===== src/rtl/adder_bist_pkg.sv =====
// Shared types and constants for the adder BIST sequencer: FSM states,
// LFSR feedback mask, corner vector table and the "no error seen" marker.
package adder_bist_pkg;

    typedef enum logic [2:0] {
        ST_IDLE,
        ST_DRIVE,
        ST_WAIT,
        ST_CHECK,
        ST_DONE
    } state_e;

    typedef struct packed {
        logic [7:0] a;
        logic [7:0] b;
        logic       cin;
    } vec_t;

    localparam logic [15:0] LFSR_MASK       = 16'hB400;
    localparam logic [8:0]  FIRST_ERR_NONE  = 9'h1FF;
    localparam int          NUM_CORNER_VECS = 4;

    // Sum extremes: zero, full carry chain, carry-in ripple, top-bit carry only.
    localparam vec_t CORNER_VECS [NUM_CORNER_VECS] = '{
        '{a: 8'h00, b: 8'h00, cin: 1'b0},
        '{a: 8'hFF, b: 8'hFF, cin: 1'b1},
        '{a: 8'hFF, b: 8'h00, cin: 1'b1},
        '{a: 8'h80, b: 8'h80, cin: 1'b0}
    };

    function automatic logic [15:0] lfsr_next(input logic [15:0] s);
        return s[0] ? ((s >> 1) ^ LFSR_MASK) : (s >> 1);
    endfunction

endpackage


===== src/rtl/adder_bist_sequencer_lfsr.sv =====
// 16-bit right-shifting Galois LFSR with synchronous seed load and
// advance enable; load wins over advance.
module bist_lfsr16
    import adder_bist_pkg::*;
#(
    parameter logic [15:0] SEED = 16'hACE1
) (
    input  logic        clk,
    input  logic        rst_n,
    input  logic        load_i,
    input  logic        adv_i,
    output logic [15:0] state_o
);

    logic [15:0] state_q;

    always_ff @(posedge clk or negedge rst_n) begin
        if (!rst_n) begin
            state_q <= SEED;
        end else if (load_i) begin
            state_q <= SEED;
        end else if (adv_i) begin
            state_q <= lfsr_next(state_q);
        end
    end

    assign state_o = state_q;

endmodule


===== src/rtl/adder_bist_sequencer.sv =====
// BIST initiator for the 8-bit adder: drives vectors, samples {cout,sum},
// counts mismatches. ADDER_BIST_CORNER_EN prepends four fixed corner vectors.
//
// state    | meaning
// IDLE     | waiting for start after reset
// DRIVE    | register operands of the current vector
// WAIT     | let the adder settle for SETTLE_CYCLES
// CHECK    | compare adder result, step to next vector or finish
// DONE     | results and last operands held; start reruns
module adder_bist_sequencer
    import adder_bist_pkg::*;
#(
    parameter int          NUM_VECTORS   = 256,
    parameter logic [15:0] LFSR_SEED     = 16'hACE1,
    parameter int          SETTLE_CYCLES = 1
) (
    input  logic       clk,
    input  logic       rst_n,
    input  logic       ena,
    input  logic       start,
    output logic [7:0] op_a,
    output logic [7:0] op_b,
    output logic       cin,
    input  logic [7:0] sum_in,
    input  logic       cout_in,
    output logic       busy,
    output logic       done,
    output logic       pass,
    output logic [7:0] err_count,
    output logic [8:0] first_err_idx
);

`ifdef ADDER_BIST_CORNER_EN
    localparam int NUM_CORNER = NUM_CORNER_VECS;
`else
    localparam int NUM_CORNER = 0;
`endif
    localparam logic [8:0] LAST_IDX = 9'(NUM_VECTORS + NUM_CORNER - 1);
    localparam logic [3:0] SETTLE   = 4'(SETTLE_CYCLES);

    state_e      state_q, state_d;
    logic [7:0]  op_a_q, op_a_d, op_b_q, op_b_d;
    logic        cin_q, cin_d;
    logic [7:0]  err_q, err_d;
    logic [8:0]  first_q, first_d;
    logic [8:0]  idx_q, idx_d;
    logic [3:0]  cnt_q, cnt_d;
    logic        lfsr_load, lfsr_adv;
    logic [15:0] lfsr;
    vec_t        vec_cur;
    logic        vec_is_random;
    logic [8:0]  expected;
    logic        mismatch;

    bist_lfsr16 #(.SEED(LFSR_SEED)) u_lfsr (
        .clk     (clk),
        .rst_n   (rst_n),
        .load_i  (lfsr_load),
        .adv_i   (lfsr_adv),
        .state_o (lfsr)
    );

    always_comb begin
        vec_cur       = '{a: lfsr[15:8], b: lfsr[7:0], cin: idx_q[0]};
        vec_is_random = 1'b1;
`ifdef ADDER_BIST_CORNER_EN
        // The LFSR stays parked on the seed until the corners are done.
        if (idx_q < 9'(NUM_CORNER_VECS)) begin
            vec_cur       = CORNER_VECS[idx_q[1:0]];
            vec_is_random = 1'b0;
        end
`endif
    end

    assign expected = 9'(op_a_q) + 9'(op_b_q) + 9'(cin_q);
    assign mismatch = (expected != {cout_in, sum_in});

    always_comb begin
        state_d   = state_q;
        op_a_d    = op_a_q;
        op_b_d    = op_b_q;
        cin_d     = cin_q;
        err_d     = err_q;
        first_d   = first_q;
        idx_d     = idx_q;
        cnt_d     = cnt_q;
        lfsr_load = 1'b0;
        lfsr_adv  = 1'b0;
        if (ena) begin
            unique case (state_q)
                ST_IDLE, ST_DONE: begin
                    if (start) begin
                        state_d   = ST_DRIVE;
                        err_d     = '0;
                        first_d   = FIRST_ERR_NONE;
                        idx_d     = '0;
                        lfsr_load = 1'b1;
                    end
                end
                ST_DRIVE: begin
                    {op_a_d, op_b_d, cin_d} = vec_cur;
                    cnt_d   = SETTLE;
                    state_d = ST_WAIT;
                end
                ST_WAIT: begin
                    if (cnt_q <= 4'd1) begin
                        state_d = ST_CHECK;
                    end else begin
                        cnt_d = cnt_q - 4'd1;
                    end
                end
                ST_CHECK: begin
                    if (mismatch) begin
                        if (err_q != 8'hFF) begin
                            err_d = err_q + 8'd1;
                        end
                        if (first_q == FIRST_ERR_NONE) begin
                            first_d = idx_q;
                        end
                    end
                    if (idx_q == LAST_IDX) begin
                        state_d = ST_DONE;
                    end else begin
                        idx_d    = idx_q + 9'd1;
                        lfsr_adv = vec_is_random;
                        state_d  = ST_DRIVE;
                    end
                end
                default: state_d = ST_IDLE;
            endcase
        end
    end

    always_ff @(posedge clk or negedge rst_n) begin
        if (!rst_n) begin
            state_q <= ST_IDLE;
            op_a_q  <= '0;
            op_b_q  <= '0;
            cin_q   <= 1'b0;
            err_q   <= '0;
            first_q <= FIRST_ERR_NONE;
            idx_q   <= '0;
            cnt_q   <= '0;
        end else if (ena) begin
            state_q <= state_d;
            op_a_q  <= op_a_d;
            op_b_q  <= op_b_d;
            cin_q   <= cin_d;
            err_q   <= err_d;
            first_q <= first_d;
            idx_q   <= idx_d;
            cnt_q   <= cnt_d;
        end
    end

    assign op_a          = op_a_q;
    assign op_b          = op_b_q;
    assign cin           = cin_q;
    assign busy          = (state_q == ST_DRIVE) || (state_q == ST_WAIT) || (state_q == ST_CHECK);
    assign done          = (state_q == ST_DONE);
    assign pass          = done && (err_q == 8'd0);
    assign err_count     = err_q;
    assign first_err_idx = first_q;

endmodule


===== config.mk =====
export PLATFORM = sky130hd
export DESIGN_NAME = adder_bist_sequencer
export DESIGN_NICKNAME = d
export VERILOG_FILES = /design/src/rtl/adder_bist_pkg.sv /design/src/rtl/adder_bist_sequencer_lfsr.sv /design/src/rtl/adder_bist_sequencer.sv
export SDC_FILE = /design/constraint.sdc
export NUM_CORES = 1
export LEC_CHECK = 0
export ABC_AREA = 1
export BUFFER_PORTS_ARGS = -buffer_cell sky130_fd_sc_hd__buf_2
export CELL_PAD_IN_SITES_DETAIL_PLACEMENT = 0
export CELL_PAD_IN_SITES_GLOBAL_PLACEMENT = 1
export CORE_MARGIN = 10
export CORE_UTILIZATION = 39
export CTS_CLUSTER_SIZE = 40
export DETAILED_ROUTE_END_ITERATION = 10
export HOLD_SLACK_MARGIN = 0.12
export PLACE_DENSITY_LB_ADDON = 0.1
export SYNTH_ARGS = -nofsm -noshare
export SYNTH_HDL_FRONTEND = slang
export SYNTH_SLANG_ARGS = --single-unit

===== constraint.sdc =====
create_clock -name clk -period 2.4 [get_ports clk]
set_clock_uncertainty 0.1 [all_clocks]
set_input_delay 0.24 -clock clk [delete_from_list [all_inputs] [get_ports clk]]
set_output_delay 0.24 -clock clk [all_outputs]
set_load 0.05 [all_outputs]

# After elaboration in Yosys (flattened, before gate mapping)
# Cells that the tools add are included.
[op_classes]
n_addsub = 5
multipliers = 0
n_div = 0
magnitude_cmp = 1
eq_ne = 15
shifts = 0
muxes = 26
n_bitwise = 1
reduce_logical = 15
[ops]
columns = ["op", "count"]
rows = [
  ["$mux W16", 3],
  ["$mux W9", 5],
  ["$pmux W9 S2", 2],
  ["$mux W8", 3],
  ["$pmux W8 S2", 1],
  ["$ne A2 B2 Y1 const B", 7],
  ["$pmux W3 S4", 1],
  ["$reduce_and A5 Y1", 2],
  ["$add A8 B8 Y9", 1],
  ["$add A9 B1 Y9", 1],
  ["$add A9 B1 Y9 const B", 1],
  ["$eq A9 B8 Y1 const B", 1],
  ["$eq A9 B9 Y1 const B", 1],
  ["$mux W3", 3],
  ["$ne A9 B9 Y1", 1],
  ["$add A8 B1 Y8 const B", 1],
  ["$logic_not A8 Y1", 1],
  ["$ne A8 B8 Y1 const B", 1],
  ["$pmux W4 S2", 1],
  ["$eq A3 B2 Y1 const B", 2],
  ["$mux W1", 6],
  ["$reduce_and A3 Y1", 2],
  ["$reduce_bool A2 Y1", 3],
  ["$le A4 B1 Y1 const B", 1],
  ["other kinds (11)", 12],
]
[totals]
register_bits = 66
latchBits = 0
mem_bits_rw = 0
rom_bits = 0
output_inout_bits = 37
wordCells = 72
n_memories = 0

# Depth between registers and ports, before layout
# Gate-level depths: netlist of run 1.
[logic_depth]
word_depth = 6
ltp_mapped = 14

# Hierarchy
# From an unflattened synthesis of run 1, not the netlist that was laid out.
[hier_totals]
cells_unflattened = 498
area_unflattened_um2 = 3762.4
[by_module_without_submodules]
columns = ["mod", "instances", "cells_per_inst", "area_each_um2", "seq_area_each_um2"]
rows = [
  ["adder_bist_sequencer", 1, 421, 3046.7, 1262.5],
  ["bist_lfsr16", 1, 77, 715.7, 410.4],
]

# Least setup slack after synthesis of run 1
# No wires, ideal clock.
[synth_timing]
path_type = "register to output"
from = "reg err_q[0] (netlist: err_count[0])"
to = "out pass"
arrival_ps = 2386
slack_ps = -326
path_stages_with_launch = 5
path_buffers = 0
cell_sequence = "dfrtp_1 > inv_1 > ha_1 > nand2_1 > nor4_1"
[synth_between]
elab_chain_len = 2
[synth_rtl]
columns = ["item", "line_no", "text"]
rows = [
  ["start, declared", "adder_bist_sequencer.sv:44", "logic [7:0] err_q, err_d;"],
  ["start signal, assigned", "adder_bist_sequencer.sv:149", "err_q <= err_d;"],
  ["$logic_not A8 Y1", "adder_bist_sequencer.sv:161", "assign pass = done && (err_q == 8'd0);"],
  ["$logic_and A1 B1 Y1", "adder_bist_sequencer.sv:161", ""],
  ["end, declared", "adder_bist_sequencer.sv:28", "output logic pass,"],
]
# Every way passes these cells.

# Final worst setup path of run 1
[layout_timing]
from = "reg op_a_q[0] (netlist: op_a[0])"
to = "reg err_q[0] (netlist: err_count[0])"
[layout_between]
elab_chain_len = 5
[layout_rtl]
columns = ["item", "line_no", "text"]
rows = [
  ["start, declared", "adder_bist_sequencer.sv:42", "logic [7:0] op_a_q, op_a_d, op_b_q, op_b_d;"],
  ["start signal, assigned", "adder_bist_sequencer.sv:146", "op_a_q <= op_a_d;"],
  ["$add A8 B8 Y9", "adder_bist_sequencer.sv:75", "assign expected = 9'(op_a_q) + 9'(op_b_q) + 9'(cin_q);"],
  ["$add A9 B1 Y9", "adder_bist_sequencer.sv:75", ""],
  ["$ne A9 B9 Y1", "adder_bist_sequencer.sv:76", "assign mismatch = (expected != {cout_in, sum_in});"],
  ["$ne A2 B2 Y1 (no source line)", "--", ""],
  ["$reduce_and A5 Y1 (no source line)", "--", ""],
]
# Every way passes these cells.
# A chain may end at the register's enable or synchronous reset.

==> results of run 1 <==
cells by family (layout without fill, tap and decap cells):
group | after synthesis | in the layout | synth area share
flops | 66 | 66 | 0.4591
buf+inv | 73 | 151 | 0.07795
fa+ha+maj | 15 | 15 | 0.05563
simple gates | 215 | 215 | 0.2706
xor+xnor | 6 | 6 | 0.01442
compound gates | 74 | 74 | 0.1223
repair_timing:
action                     in CTS  in global routing
buffers inserted                0                  2
gates cloned                    0                  1
hold buffers                    2                  0
resized for setup               1                 23
hold endpoints to repair       67                  0
setup endpoints to repair      25                 40
pin swaps                       1                  6
synthesized netlist by cell type, types with 2 or more instances:
cell type and n:
ha_1 13, nand3_2 2, xnor2_1 5, nand2_2 5, nand4_1 6, fa_1 2, nor2_1 22, nor2_2 3
a21oi_1 18, dfstp_2 17, nor3_1 11, inv_1 61, o21ai_1 14, dfrtp_1 49, buf_2 2, inv_2 5
nand2_1 119, o21ai_0 16, a21oi_2 2, a22oi_1 6, nand3_1 37, clkbuf_1 3, nand3b_1 2, o22ai_1 8
a32oi_1 2
worst min-delay path, cell delays in order:
cell and delay (ns):
buf_2 0.11, o211ai_1 0.15, nand2_1 0.09, nand2_1 0.05
cell type report:
type,count,area share
multi-input combinational,310,0.3965
timing repair buffer,69,0.09583
clock buffer,9,0.02774
tap,111,0.03110
inverter,66,0.05548
sequential,66,0.3755
clock inverter,7,0.01793
metrics by stage:
step	util	area, um^2	hold WS [ns]	power, W
after floorplan	-	3656	-0.1556	0.004228
after global placement	0.4511	4129	0.1941	0.005016
after detailed placement	0.4511	4129	0.1921	0.005054
after CTS	0.4761	4358	0.2297	0.006038
after global routing	0.4879	4466	0.2679	0.006503
final	0.4879	4466	0.2305	0.006018
registers in the layout, summed over array words and instances (netlist names):
register        count
cnt_q               4
op_b                8
first_err_idx       9
op_a                8
cin                 1
idx_q               9
err_count           8
u_lfsr.state_o     16
state_q             3
how the worst max path moves through the flow:
stage                        from               end  slack (ns)
after floorplan           op_a[0]      err_count[7]       -0.16
after global placement    op_a[0]      err_count[1]       -0.18
after detailed placement  op_a[0]  first_err_idx[8]       -0.23
after CTS                 op_a[0]      err_count[2]       -0.24
after global routing      op_a[0]      err_count[0]       -0.41
final                     op_a[0]      err_count[0]       -0.28
power groups by stage:
stage | logic [W] | clock network, W | registers (W)
after detailed placement | 0.00322 | 0 | 0.00183
after global routing | 0.00359 | 0.00104 | 0.00187
final | 0.00324 | 0.000964 | 0.00182
after global placement | 0.00318 | 0 | 0.00183
after CTS | 0.00324 | 0.000982 | 0.00182
after floorplan | 0.00166 | 0 | 0.00256
per-layer routing:
layer	vias up	track usage	routed length [um]
met4	0	0.04448	89
li1	1617	-	-
met5	-	0	0
met3	6	0.03082	316
met1	1508	0.1886	4453
met2	29	0.2172	4281
==> key figures, run 1 <==
Detailed routing
  – WL final: just over 9 mm
  – DRT Pass-1 Iters: 4
  – Vias per cell: roughly 5.0
  – DRC violations left: 0
  – DRT iter0 DRCs: ~170
  – Routed vias: around 3200
  – WL per Instance: ~14 um
  – Final ANT Viol Nets: 0

Cells and area
  – Fill cells: 916
  – Non-Filler Instances: between 600 and 700
  – Area growth from synthesis to layout: 22.56%
  – Commonest non-fill, non-tap cells in the layout: nand2_1, inv_1, buf_2, dfrtp_1, nand3_1
  – Commonest non-fill, non-tap cell in the layout: nand2_1
  – Sequential cell area: about 0.0017 mm^2
  – Share of cells above drive strength 1: 0.2732
  – # diodes: 0
  – Number of nets in the layout: 550
  – Area of the multi-input gates: 0.001770 mm^2

Global route
  – Largest net degree at the start of global routing: 67
  – Vias in the first global route: approximately 3100
  – GRT Total Usage: 0.1396
  – First-pass GRT wire length: between 15 and 20 mm
  – Antenna violations before repair: 0
  – Grt ovf: 0

Clocking
  – Clk sinks: 66
  – CTS clk-pin slew, worst paths: roughly 0.08 ns
  – CTS Buf Count: 9
  – Clk buf depth: 2
  – Worst-Skew Late Latency: 0.35 ns
  – Buffer type at the clock tree root: clkbuf_8
  – H-tree depth: 3
  – CTS tree: done

Floorplan
  – FP Rows: 35
  – Core area: roughly 0.009 mm^2
  – Initial Utilization: 0.3981
  – Chip height: about 120 um
  – Die X: around 120 um
  – IO Count: 50
  – Die footprint: roughly 0.014 mm^2

Synthesis
  – Yosys cell types: 44
  – Synthesized net count: between 400 and 500
  – Top post-synthesis cells by area: dfrtp_1, dfstp_2, nand2_1, inv_1, nand3_1
  – Dominant cell type by area after synthesis: dfrtp_1
  – Sequential fraction of the synthesis area: 0.4591
  – Post-synth EDFFs: 0
  – Syn avg cell area: approximately 8 um^2
  – Cell Area, Synth: 0.003643 mm^2
  – Post-synthesis register bit count: 66
  – Post-Synthesis Cells: 449
  – Ys Warns: 0
  – Async SR Flop Fraction: 1.000
  – Most used DFF post-synth: dfrtp_1
  – Share of the synthesized area in the top cell type: 0.3365

Power and ir drop
  – Switching share of power: 0.5060
  – Sequential power share: 0.302
  – Clk pwr share: 0.160
  – Comb pwr share: 0.538
  – Internal power: 0.002973 W
  – Peak VDD IR: about 600 uV
  – Sw Pwr: 0.003045 W
  – Static Leak: ~2.3 nW
  – PD cells: between 1000 and 1500 mW/mm^2

Min path
  – Hold crit path type: input port to flip-flop
  – Worst-case hold path end point: state_q[1]
  – Hold Path Origin: start
  – Hold depth: 4

Placed design
  – GP Congestion: ~0.8
  – I/O Buffers: 49
  – HPWL after DPL: 6.698 mm
  – Placed insts: approximately 600
  – Dpl ws: -0.2340 ns

STA
  – Final worst slack: -0.2774 ns
  – Endpoints failing hold: 0
  – RSZ-0062 raised after global routing: true
  – Fin Setup TNS: -4.329 ns
  – Measured slew at the worst slew-check pin: 0.6240 ns
  – Fin. max-slew vios: 0
  – Minimum clock period: between 2 and 3 ns
  – Slew headroom: 0.5818
  – Final period util: 1.116
  – # setup viols final: 17
  – Fmax achieved: ~0.37 GHz

Critical path
  – R2R cell count: 12
  – CP Data Required Time: between 2 and 3 ns
  – R2R Setup Slk: -0.28 ns
  – CP endpoint kind: flip-flop
  – Buf/Inv on CP: 1
  – Worst stage delay on the critical path: between 0.5 and 0.6 ns
  – Critical Path Stages: 12
  – R2R Path End: err_count[0]
  – Crit-path cells: fa_2, fa_2, nand2_1, nand2_1, nand3_2, nor2_1, nand3_1, nor2_2, nand4_4, buf_6, nand3_1, nand2_1
  – Critical path arrival: 2.82 ns
  – Reg2Reg Launch Point: op_a[0]
  – Worst setup SP type: flip-flop
  – CP dominant cell by count: nand2_1
  – Critical path's slowest cell: fa_2
  – CP delay by family, top: adder cells
  – CP max FO: 7
  – Kind of critical path: flip-flop to flip-flop

Status
  – Violated checks: negative setup slack
  – Status: finished, violations left

Job
  – Number of max-cap violations: 0
No activity file was read; power rests on OpenSTA's default activity.
==> inputs of run 2 (changes only) <==
- CORE_UTILIZATION: 39 -> 46
- SYNTH_HIERARCHICAL: not set -> 1
- clock period: 2.4 -> 3.36 ns (I/O delays scaled with it)
==> run 2 against run 1 <==
Synthesized area up 3.3%. Synthesized cell count rose by 11%. Register-to-register slack improved by 0.84 ns. Critical path depth increased by 2. The flow now finishes without violations. Non-clock buffer count decreased by 15. Core utilization grew 6.8 points. Global-route usage increased by 0.43 points. Critical path type unchanged. Clock power down 19%. Critical endpoint is now first_err_idx[5].
==> key figures, run 2 <==
STA
  – RSZ-0062 raised after global routing: false
  – Fin Hold WS: between 0.3 and 0.4 ns
  – Fin. max-slew vios: 0
  – Minimum clock period: 2.800 ns
  – # setup viols final: 0
  – Fmax achieved: 0.3572 GHz
  – Slew headroom: 0.3545
  – Measured slew at the worst slew-check pin: between 0.9 and 1 ns
  – Endpoints failing hold: 0
  – Fin Setup TNS: 0 ns
  – Final period util: 0.8333

Detailed routing
  – WL final: between 8 and 9 mm
  – DRC violations left: 0
  – Final ANT Viol Nets: 0
  – DRT Pass-1 Iters: 4
  – Vias per cell: 4.956
  – DRT iter0 DRCs: between 100 and 150
  – WL per Instance: between 10 and 15 um
  – Routed vias: approximately 3300

Synthesis
  – Synthesized net count: roughly 530
  – Post-synth EDFFs: 0
  – Synth Area in Adders: 0.05387
  – Top post-synthesis cells by area: dfrtp_1, nand2_1, dfstp_2, nand3_1, inv_1
  – Dominant cell type by area after synthesis: dfrtp_1
  – Simple-gate share of the synthesized area: 0.3385
  – Post-Synthesis Cells: between 400 and 500
  – Post-synthesis register bit count: 66
  – Xor/xnor cell area share of the yosys netlist: 0.009312
  – Ys Warns: 6
  – Share of the synthesized area in the top cell type: 0.3259
  – Most used DFF post-synth: dfrtp_1
  – Syn avg cell area: between 7 and 8 um^2
  – Commonest cells in the synthesized netlist: nand2_1, inv_1, dfrtp_1
  – Most numerous cell in the Yosys netlist: nand2_1
  – Largest family of logic cells by synthesized area: simple AND/OR/NAND/NOR gates
  – Cell Area, Synth: 0.003762 mm^2
  – Yosys cell types: 40
  – Sequential fraction of the synthesis area: 0.4446
  – Compound-Gate Fraction of Synth Area: 0.07416
  – Async SR Flop Fraction: 1.000
  – Post-synthesis mux area share: 0

Floorplan
  – IO Count: 50
  – Initial Utilization: 0.4794
  – Chip height: ~110 um
  – FP Rows: 32
  – Die X: roughly 110 um
  – Die footprint: approximately 0.012 mm^2
  – Core area: 0.007848 mm^2

Power and ir drop
  – Final total power: roughly 0.0042 W
  – Peak VDD IR: 463.0 uV
  – Static Leak: roughly 2.3 nW
  – PD cells: slightly below 1000 mW/mm^2

Cells and area
  – Area of the multi-input gates: between 0.0015 and 0.002 mm^2
  – Number of nets in the layout: roughly 580
  – Sequential cell area: about 0.0017 mm^2
  – Fill cells: slightly below 800
  – Share of cells above drive strength 1: 0.1943
  – Max reg flops: 16
  – # diodes: 0
  – Commonest non-fill, non-tap cells in the layout: nand2_1, inv_1, dfrtp_1, buf_2, nand3_1
  – Commonest non-fill, non-tap cell in the layout: nand2_1
  – Area growth from synthesis to layout: 16.00%

Placed design
  – HPWL after DPL: 6.671 mm
  – I/O Buffers: 49
  – GP Congestion: between 0.8 and 0.9

Global route
  – Antenna violations before repair: 0
  – GRT Total Usage: 0.1439
  – Vias in the first global route: roughly 3100
  – Grt ovf: 0
  – First-pass GRT wire length: 15.08 mm
  – Largest net degree at the start of global routing: 29

Clocking
  – Worst-Skew Late Latency: between 0.3 and 0.4 ns
  – CTS Buf Count: 9
  – CTS clk-pin slew, worst paths: about 0.07 ns
  – Cts repair resizes: 0
  – Clk buf depth: 2
  – CTS tree: done
  – Clk sinks: 66
  – H-tree depth: 3
  – Buffer type at the clock tree root: clkbuf_8

Min path
  – Hold crit path type: flip-flop to flip-flop
  – Hold depth: 2

Critical path
  – CP endpoint kind: flip-flop
  – Kind of critical path: flip-flop to flip-flop
  – Worst setup SP type: flip-flop
  – CP Data Required Time: ~3.5 ns
  – Critical path arrival: a little under 3 ns
  – R2R cell count: 14
  – CP max FO: 19

Job
  – Number of max-cap violations: 0

Status
  – Status: complete, no violations
==> run 2: where the power goes <==
part	switching, W	internal (W)	leakage [nW]
Combinational	0.00152	0.000585	1.37
Sequential	0.000231	0.00112	0.833
Clock	0.000301	0.000478	0.119
==> run 2: kinds of logic after synthesis <==
kind of cell	count (synthesis)
and+or+nand+nor	291
adders and majority gates	15
buffers and inverters	71
AOI/OAI and AO/OA	51
DFF	66
xor gates and xnor gates	4
==> run 2: area by class of cell <==
cell class	count	area share
clock buffers	12	0.03784
clock inverters	4	0.01663
inverters	64	0.05677
multi-input cells	361	0.4103
flip-flops and latches	66	0.3833
well taps	102	0.02924
repair buffers	54	0.06594
==> run 2: path summary, 6_finish.rpt <==
path                                       start                 to  slack, ns
worst max-delay path                     op_a[0]   first_err_idx[5]       0.56
worst min-delay path            first_err_idx[2]   first_err_idx[2]       0.37
worst max register to register           op_a[0]   first_err_idx[5]       0.56
worst min register to register  first_err_idx[2]   first_err_idx[2]       0.37
max in group asynchronous                  rst_n  u_lfsr/state_o[7]       1.90
min in group asynchronous                  rst_n            op_b[6]       0.48
==> run 2: per-layer routing <==
layer  part of all wire  track usage
met5                  0            0
met4             0.0067      0.03886
met3              0.040      0.03728
met2               0.45       0.2250
met1               0.51       0.1917
==> run 2: metrics by stage <==
step / util / cells / worst slack [ns] / instance area, um^2
CTS: 0.5561 / 663 / 0.5367 / 4364
global route: 0.5561 / 663 / 0.2675 / 4364
detailed placement: 0.5233 / 645 / 0.5499 / 4106
global placement: 0.5233 / 645 / 0.5456 / 4106
floorplan: - / 498 / 0.5277 / 3762
finish: 0.5561 / 663 / 0.5603 / 4364
==> run 2: repair_timing <==
item / CTS / global route
endpoints found under the hold margin: 20 / 0
setup buffers: 0 / 0
hold buffers: 2 / 0
==> run 2: critical path, cell delays in order (launching register included) <==
cell and delay [ns]:
dfrtp_1 0.43, fa_1 0.52, fa_1 0.53, nand2_1 0.05, nand2_1 0.07, nand3_1 0.09, nor2_1 0.12, nand2_1 0.06
nor2_1 0.08, nand2_1 0.08, nor2_2 0.15, nand2_4 0.18, nand2_4 0.16, nand2_1 0.06, nand2_1 0.06
==> inputs of run 3 (changes only) <==
- CORE_UTILIZATION: 46 -> 38
- clock period: 3.36 -> 2.35 ns (I/O delays scaled with it)
==> run 3 against run 2 <==
The run now ends with negative setup slack left. Die area rose by 17%. Routed wire length rose by 10%. Via count rose by 2.8%. Core utilization fell by 7.8 points. Combinational power rose by 57%. Cell area rose by 6.7%. Power rose by 51%. Final cell count rose by 8.1%. Sequential power rose by 43%. Sequential cell count did not move. First-iteration DRC count rose by 9.3%. Global-route usage fell by 0.26 points. Critical path type unchanged. Largest power group unchanged. Highest routed layer unchanged.
==> key figures, run 3 (same netlist as run 2, synthesis figures left out) <==
STA
  – Slew headroom: 0.5601
  – Fin. max-slew vios: 0
  – Endpoints failing hold: 0
  – Final period util: 1.105
  – Fin Hold WS: 0.3341 ns
  – Minimum clock period: around 2.6 ns
  – Fin Setup TNS: -4.032 ns
  – Final worst slack: -0.2474 ns
  – # setup viols final: 17
  – Measured slew at the worst slew-check pin: about 0.66 ns
  – RSZ-0062 raised after global routing: true
  – Fmax achieved: between 0.3 and 0.4 GHz

Placed design
  – GP Congestion: between 0.7 and 0.8
  – HPWL after DPL: roughly 7.3 mm
  – I/O Buffers: 49
  – Placed insts: 694

Status
  – Status: finished, violations left
  – Violated checks: negative setup slack

Critical path
  – R2R Path End: err_count[3]
  – CP Data Required Time: about 2.5 ns
  – Buf/Inv on CP: 0
  – Kind of critical path: flip-flop to flip-flop
  – CP endpoint kind: flip-flop
  – Critical path's slowest cell: fa_2
  – R2R Setup Slk: -0.25 ns
  – Worst Setup SP: op_a[0]
  – Worst stage delay on the critical path: between 0.5 and 0.6 ns
  – CP delay by family, top: simple AND/OR/NAND/NOR gates
  – Critical path arrival: ~2.8 ns
  – Crit-path cells: fa_2, fa_2, nand2_1, nand2_1, nand3_1, nor2_1, nand2_1, nor2_1, nand2_1, nor2_4, nand2_4, nand2_4, nand2_1, nand2_1
  – Worst setup SP type: flip-flop
  – CP dominant cell by count: nand2_1
  – Reg2Reg Launch Point: op_a[0]
  – CP max FO: 8
  – R2R cell count: 14

Cells and area
  – Max reg flops: 16
  – Commonest non-fill, non-tap cell in the layout: nand2_1
  – Number of nets in the layout: approximately 600
  – Area growth from synthesis to layout: 23.71%
  – # diodes: 0
  – Final core utilization: 0.4784
  – Non-Filler Instances: 717
  – Share of cells above drive strength 1: 0.2500
  – Commonest non-fill, non-tap cells in the layout: nand2_1, inv_1, buf_2, dfrtp_1, nand3_1

Floorplan
  – Core area: between 0.009 and 0.01 mm^2
  – FP Rows: 36
  – Die footprint: 0.01428 mm^2
  – IO Count: 50
  – Die X: about 120 um
  – Chip height: between 100 and 150 um
  – Initial Utilization: 0.3867

Detailed routing
  – DRT Pass-1 Iters: 4
  – Final ANT Viol Nets: 0
  – DRC violations left: 0
  – Vias per cell: between 4 and 5
  – DRT iter0 DRCs: between 100 and 150
  – WL final: 9.720 mm
  – WL per Instance: ~14 um
  – Routed vias: 3379

Power and ir drop
  – Peak VDD IR: 567.1 uV
  – Final total power: around 0.0064 W
  – Static Leak: about 2.4 nW
  – PD cells: roughly 1400 mW/mm^2

Global route
  – GRT Total Usage: 0.1413
  – First-pass GRT wire length: between 15 and 20 mm
  – Vias in the first global route: ~3300
  – Largest net degree at the start of global routing: 24
  – Grt ovf: 0
  – Antenna violations before repair: 0

Clocking
  – CTS tree: done
  – CTS Buf Count: 9
  – Clk buf depth: 2
  – CTS clk-pin slew, worst paths: ~0.080 ns
  – Worst-Skew Late Latency: approximately 0.35 ns
  – Clk sinks: 66
  – H-tree depth: 3
  – Buffer type at the clock tree root: clkbuf_8

Job
  – Number of max-cap violations: 0

Min path
  – Hold crit path type: input port to async pin
[run 3: cell count changes in the layout (fill, tap and decap cells not counted), moves of 3 or more]
cell / change
buf_4: +18
nand2_2: +6
nand2_1: -5
clkbuf_8: -3
dfrtp_1: -3
dfrtp_2: +3
[run 3: layout make-up]
| class | count | area, um^2 |
|---|---|---|
| clock inverters | 7 | 116.4 |
| inverters | 64 | 247.7 |
| clock buffers | 9 | 123.9 |
| multi-input cells | 364 | 1861 |
| repair buffers | 74 | 462.9 |
| flip-flops and latches | 66 | 1677 |
| well taps | 133 | 166.4 |
| fillers | 1016 | 5075 |
[run 3: power by group]
group,internal (W),total [W],switching [W]
Combinational,0.000989,0.00329,0.00230
Clock,0.000704,0.00117,0.000462
Sequential,0.00161,0.00194,0.000327
[run 3: metal layers]
| layer | share of wire | vias up | GRT usage |
|---|---|---|---|
| met5 | 0 | - | 0 |
| met2 | 0.44 | 58 | 0.2142 |
| met1 | 0.51 | 1563 | 0.1949 |
| met4 | 0.014 | 0 | 0.04676 |
| li1 | - | 1749 | - |
| met3 | 0.037 | 9 | 0.03141 |
[run 3: how the worst max path moves through the flow]
stage	to	slack, ns	cells past startpoint
2_1_floorplan	err_count[0]	-0.23	14
3_3_place_gp	idx_q[6]	-0.28	10
3_5_place_dp	first_err_idx[3]	-0.26	16
4_1_cts	err_count[7]	-0.26	13
5_1_grt	err_count[3]	-0.41	14
6_report	err_count[3]	-0.25	14
[run 3: worst reg2reg max path: cells and delay by family, from the launching register on]
| kind | cells | cell delay, ns |
|---|---|---|
| AND/OR/NAND/NOR | 12 | 1.08 |
| adder cells (fa/ha/maj) | 2 | 0.96 |
| flip-flops | 1 | 0.42 |
[run 3: repair_timing]
item                       in CTS  in global routing
hold buffers                    2                  0
gates resized for setup         6                  6
hold endpoints to repair       15                  0
pin swaps                       0                  1
buffers inserted                2                  0
setup endpoints to repair      34                 30
gates cloned                    3                  0
[run 3: metrics by stage]
step	cell area, um^2	worst slack (ns)
after floorplan	3775	-0.2262
after global placement	4318	-0.2788
after detailed placement	4318	-0.2649
after CTS	4632	-0.2590
after global routing	4654	-0.4112
final	4654	-0.2474
